File: config.mk
export PLATFORM = sky130hd
export DESIGN_NAME = worddata_entry
export DESIGN_NICKNAME = d
export VERILOG_FILES = /design/src/rtl/worddata_entry.sv
export SDC_FILE = /design/constraint.sdc
export NUM_CORES = 1
export LEC_CHECK = 0
export ABC_AREA = 1
export BUFFER_PORTS_ARGS = -buffer_cell sky130_fd_sc_hd__buf_2
export CAP_MARGIN = 30
export CELL_PAD_IN_SITES_DETAIL_PLACEMENT = 0
export CELL_PAD_IN_SITES_GLOBAL_PLACEMENT = 2
export CORE_MARGIN = 5
export CORE_UTILIZATION = 32
export DETAILED_ROUTE_END_ITERATION = 6
export PLACE_DENSITY = 0.85
export SLEW_MARGIN = 20
export SYNTH_ARGS = -nofsm -noshare
export SYNTH_HDL_FRONTEND = slang
export SYNTH_SLANG_ARGS = --single-unit
File: constraint.sdc
create_clock -name clk -period 1.3 [get_ports clk]
set_clock_uncertainty 0.05 [all_clocks]
set_input_delay 0.13 -clock clk [delete_from_list [all_inputs] [get_ports clk]]
set_output_delay 0.13 -clock clk [all_outputs]
set_load 0.01 [all_outputs]
File: src/rtl/worddata_entry.sv
// worddata_entry
// Push-button / slide-switch word entry for the DE0 monitor. The operator
// keys a 32-bit word in one hex nibble at a time and then commits it. The
// committed word is offered on a valid/ready handshake. The live entry
// register is exported so the display path can echo it while it is typed.
//
// Ports:
//   clk           system clock
//   reset_n       asynchronous active-low reset
//   sw_nibble     hex digit to shift in (asynchronous slide switches)
//   btn_shift_n   active-low push button: shift digit in
//   btn_commit_n  active-low push button: commit word
//   btn_clear_n   active-low push button: clear / abort
//   entry_word    live entry register
//   nibble_count  nibbles entered since last clear (0..8)
//   word_data     committed word, stable while word_valid=1
//   word_valid    committed word offered
//   word_ready    monitor accepts word_data
module worddata_entry #(
  parameter int DEBOUNCE_CYCLES = 250000
) (
  input  logic        clk,
  input  logic        reset_n,
  input  logic [3:0]  sw_nibble,
  input  logic        btn_shift_n,
  input  logic        btn_commit_n,
  input  logic        btn_clear_n,
  output logic [31:0] entry_word,
  output logic [3:0]  nibble_count,
  output logic [31:0] word_data,
  output logic        word_valid,
  input  logic        word_ready
);

  localparam int CNT_W = $clog2(DEBOUNCE_CYCLES);
  localparam logic [CNT_W-1:0] CNT_MAX = CNT_W'(DEBOUNCE_CYCLES - 1);

  // Button order: bit 0 shift, bit 1 commit, bit 2 clear.
  logic [2:0] btn_raw;
  logic [2:0] press_evt;

  assign btn_raw = {btn_clear_n, btn_commit_n, btn_shift_n};

  genvar gi;
  generate
    for (gi = 0; gi < 3; gi++) begin : g_btn
      logic             sync1_reg;
      logic             sync2_reg;
      logic             stable_reg;
      logic [CNT_W-1:0] cnt_reg;
      logic             press_reg;

      always_ff @(posedge clk or negedge reset_n) begin
        if (!reset_n) begin
          sync1_reg  <= 1'b1;
          sync2_reg  <= 1'b1;
          stable_reg <= 1'b1;
          cnt_reg    <= '0;
          press_reg  <= 1'b0;
        end else begin
          sync1_reg <= btn_raw[gi];
          sync2_reg <= sync1_reg;
          press_reg <= 1'b0;
          if (sync2_reg == stable_reg) begin
            cnt_reg <= '0;
          end else if (cnt_reg == CNT_MAX) begin
            stable_reg <= sync2_reg;
            cnt_reg    <= '0;
            // Only the 1->0 transition is a press; a release leaves it low.
            press_reg  <= stable_reg;
          end else begin
            cnt_reg <= cnt_reg + 1'b1;
          end
        end
      end

      assign press_evt[gi] = press_reg;
    end
  endgenerate

  logic shift_evt, commit_evt, clear_evt;
  assign shift_evt  = press_evt[0];
  assign commit_evt = press_evt[1];
  assign clear_evt  = press_evt[2];

  // Switch synchronizer; value is used in the cycle a shift event applies.
  logic [3:0] sw_sync1_reg, sw_sync2_reg;

  always_ff @(posedge clk or negedge reset_n) begin
    if (!reset_n) begin
      sw_sync1_reg <= '0;
      sw_sync2_reg <= '0;
    end else begin
      sw_sync1_reg <= sw_nibble;
      sw_sync2_reg <= sw_sync1_reg;
    end
  end

  typedef enum logic {EDIT = 1'b0, OFFER = 1'b1} state_t;

  state_t      state_reg, state_next;
  logic [31:0] entry_word_reg, entry_word_next;
  logic [3:0]  nibble_count_reg, nibble_count_next;
  logic [31:0] word_data_reg, word_data_next;
  logic        word_valid_reg, word_valid_next;

  always_ff @(posedge clk or negedge reset_n) begin
    if (!reset_n) begin
      state_reg        <= EDIT;
      entry_word_reg   <= '0;
      nibble_count_reg <= '0;
      word_data_reg    <= '0;
      word_valid_reg   <= 1'b0;
    end else begin
      state_reg        <= state_next;
      entry_word_reg   <= entry_word_next;
      nibble_count_reg <= nibble_count_next;
      word_data_reg    <= word_data_next;
      word_valid_reg   <= word_valid_next;
    end
  end

  always_comb begin
    state_next        = state_reg;
    entry_word_next   = entry_word_reg;
    nibble_count_next = nibble_count_reg;
    word_data_next    = word_data_reg;
    word_valid_next   = word_valid_reg;

    unique case (state_reg)
      EDIT: begin
        // Priority clear > commit > shift; lower events in the cycle drop,
        // including a shift coinciding with an ignored empty commit.
        if (clear_evt) begin
          entry_word_next   = '0;
          nibble_count_next = '0;
        end else if (commit_evt) begin
          if (nibble_count_reg != 4'd0) begin
            word_data_next  = entry_word_reg;
            word_valid_next = 1'b1;
            state_next      = OFFER;
          end
        end else if (shift_evt) begin
          entry_word_next   = {entry_word_reg[27:0], sw_sync2_reg};
          nibble_count_next = (nibble_count_reg == 4'd8) ? 4'd8
                                                         : nibble_count_reg + 4'd1;
        end
      end
      OFFER: begin
        // Transfer and abort look identical at the outputs; word_data is
        // left alone so the monitor's last view of it stays intact.
        if (word_ready || clear_evt) begin
          word_valid_next   = 1'b0;
          entry_word_next   = '0;
          nibble_count_next = '0;
          state_next        = EDIT;
        end
      end
      default: state_next = EDIT;
    endcase
  end

  assign entry_word   = entry_word_reg;
  assign nibble_count = nibble_count_reg;
  assign word_data    = word_data_reg;
  assign word_valid   = word_valid_reg;

endmodule

==> flow_summary.json <==
{
  "r2r_setup_slack_ps": -210,
  "p_per_area_mw_per_mm2": 1050,
  "p_leak_nw": 4.56,
  "grt_pass1_vias": 5389,
  "portBuffers": 78,
  "drv_cap": 0,
  "clockBufferDepth": 2,
  "largest_reg_flops": 54,
  "timing.final.crit_share_pct": 116,
  "grt-ovfl-total": 0,
  "synth.distinct_cells": 34,
  "end_kind": "flip-flop",
  "drc": 0,
  "outcome": "finished with violations",
  "crit_arrival_ps": 1820,
  "core_mm2": 0.0196,
  "seq_area_frac_synth_pct": 56.6,
  "max_slew_margin_pct": 81.5,
  "fin_ws_ps": -207,
  "antenna_found_initial": 0,
  "fillers": 1800,
  "root_buffer": "clkbuf_16",
  "avgViaCountPerCell": 4.56,
  "irDropWorstVdd_v": 0.000874,
  "yosysWarnings": 0,
  "syn_area_mm2": 0.00639,
  "synth_top_area_share_pct": 52.9,
  "ant_nets": 0,
  "yosys.area.top_type": "dfrtp_1",
  "gp_congestion": 0.815,
  "die_w_um": 151,
  "worstPathRequired_ps": 1610,
  "synth.avg_cell_area_um2": 9.17,
  "grt_max_degree": 44,
  "final.setup.tns_ps": -8840,
  "violations": "negative setup slack",
  "cts_made_buffers": 17,
  "fmax_ghz": 0.664,
  "io_pins": 79,
  "die_h_um": 151,
  "r2r-end": "word_data[17]$_DFFE_PN0P_",
  "dp_hpwl_um": 11300,
  "first_pass_iters": 4,
  "netlist_top_cells_area": "dfrtp_1 53%, nand2_1 7.3%, nor2_1 6.5%",
  "drt-total-wl_um": 17300,
  "path_max_fanout": 8,
  "final_nets": 934,
  "fp.dieArea_mm2": 0.0229,
  "clk_pin_slew_worst_paths_ps": 80,
  "hold_viol": 0,
  "setup_violations": 75,
  "criticalPathCategory": "reg2reg",
  "num_rows": 51,
  "via_count": 5456,
  "cts_tree": "built",
  "syn-num-nets": 712,
  "n_antenna_cell": 0,
  "finalMaxSlewViolations": 0,
  "hold_path.class": "in2async",
  "drive_gt1_share_pct": 49.8,
  "rsz0062_at_grt": "true",
  "synth-seq-cells": 144,
  "multiInputGateArea_mm2": 0.00318,
  "r2r_cells": 9,
  "initial_core_util_pct": 32.6,
  "grt_usage_pct": 14.8,
  "period_minus_slack_ps": 1510,
  "htree_levels": 4,
  "final_core_util_pct": 50.8,
  "post-place-ws_ps": -158,
  "tightest_slew_ps": 277,
  "insertion_delay_ps": 420,
  "drt-wirelength-per-cell_um": 14.4,
  "clock_sinks": 144,
  "r2r_start": "nibble_count[0]$_DFFE_PN0P_",
  "postSynthCellCount": 697,
  "seqCellArea_mm2": 0.00363,
  "drt_iter0_drc": 231,
  "startpoint_type": "flip-flop",
  "area_delta_synth_final_pct": 55.9,
  "grt_pass1_wl_um": 26500
}
==> worst max-delay path, cell delays in order (launching register included) <==
cell      delay, ps
dfrtp_2         430
inv_2            70
ha_4            140
nand2_4          50
o211ai_4        190
buf_6           140
buf_8           140
buf_16          140
nand2_2          50
o21ai_2          50
==> worst max-delay path by stage <==
stage	end	cells after the start	startpoint
final	word_data[17]$_DFFE_PN0P_	9	nibble_count[0]$_DFFE_PN0P_
after global routing	word_data[15]$_DFFE_PN0P_	9	nibble_count[0]$_DFFE_PN0P_
after CTS	word_data[2]$_DFFE_PN0P_	8	nibble_count[1]$_DFFE_PN0P_
after detailed placement	word_data[29]$_DFFE_PN0P_	7	nibble_count[1]$_DFFE_PN0P_
after global placement	word_data[3]$_DFFE_PN0P_	7	nibble_count[1]$_DFFE_PN0P_
after floorplan	word_data[25]$_DFFE_PN0P_	8	nibble_count[0]$_DFFE_PN0P_
==> power by group <==
part	leakage [nW]	switching, W	internal, W
clock network	0.300	0.00231	0.00262
logic	2.35	0.000468	0.000341
registers	1.90	0.0000959	0.00462
==> cell usage after synthesis, drive strengths merged <==
cell    number
a21oi       10
a22oi        1
and3         1
buf         10
clkbuf       3
dfrtp      135
dfstp        9
ha           5
inv         91
nand2      134
nand3       42
nand3b       3
nand4        9
nor2       128
nor3         6
nor3b        3
o211ai       1
o21ai       49
o21bai       3
o22ai       29
xnor2        4
xor2        21
==> metrics by stage <==
step,hold WS [ps],total power [W],cell area [um^2],std cells
after floorplan,-216,0.00501,6420,697
after global placement,-37.5,0.00537,7800,1116
after detailed placement,-33.2,0.00538,7800,1116
after CTS,13.8,0.0104,9140,1178
after global routing,105,0.0109,9960,1197
final,91.0,0.0104,9960,1197
==> layer usage <==
metal	vias to the layer above	part of all wire [%]	global-route usage, %
met3	19	4.3	3.41
met4	0	1.2	4.58
li1	2700	-	-
met2	93	51	24.1
met1	2644	44	19.7
met5	-	0	0
==> area by class of cell <==
| class | instances | area share (%) |
|---|---|---|
| well taps | 265 | 3.33 |
| clock buffers | 17 | 4.27 |
| flip-flops and latches | 144 | 36.4 |
| repair inverters | 1 | 0.0879 |
| clock inverters | 15 | 1.92 |
| multi-input cells | 451 | 31.9 |
| inverters | 91 | 3.61 |
| repair buffers | 213 | 18.5 |
==> cells in the final DEF, fill, tap and decap left out, types with 3 or more instances in the layout <==
master         netlist  layout
buf_16               0       6
clkinv_4             0       3
o21ai_2             14      26
nand3_4              0       5
o22ai_1             28       7
nand2_4              2      11
nand4_1              9       9
nor3_2               0       5
dlygate4sd3_1        0       8
buf_12               0       7
a21oi_1              9       7
buf_6                8      27
clkbuf_16            0      21
ha_4                 0       3
nand2_8              0       5
o22ai_2              1      21
o21ai_1              9      18
inv_8                0       6
buf_8                0       3
nor2_4               7      28
nand2_2              7      31
clkinv_8             0       7
buf_4                0      85
dfrtp_2              0      11
o21bai_1             3       3
inv_1               90      78
dfstp_2              9       9
o21ai_0             26       5
dfrtp_1            135     124
inv_2                1      10
nand3b_1             3       3
nor2_1             111      69
nand3_2              2      14
xor2_1              21      20
nand3_1             40      23
nor2_2              10      31
buf_2                2      73
nand2_1            125      89
==> kinds of logic (layout without fill, tap and decap cells) <==
kind of cell	after synthesis	in the layout	synth area share, %
AOI/OAI and AO/OA	93	93	9.11
xor gates and xnor gates	25	25	3.54
adders and majority gates	5	5	0.979
and+or+nand+nor	326	328	22.7
DFF	144	144	56.6
buffers and inverters	104	337	7.09
==> repair_timing <==
item / CTS / global route
resized for setup: 115 / 161
setup endpoints to repair: 88 / 119
hold buffers: 8 / 0
setup buffers: 17 / 15
pin swaps: 45 / 44
cloned: 8 / 6
hold endpoints to repair: 148 / 0
Note: power is estimated with default switching activity, not from simulation.
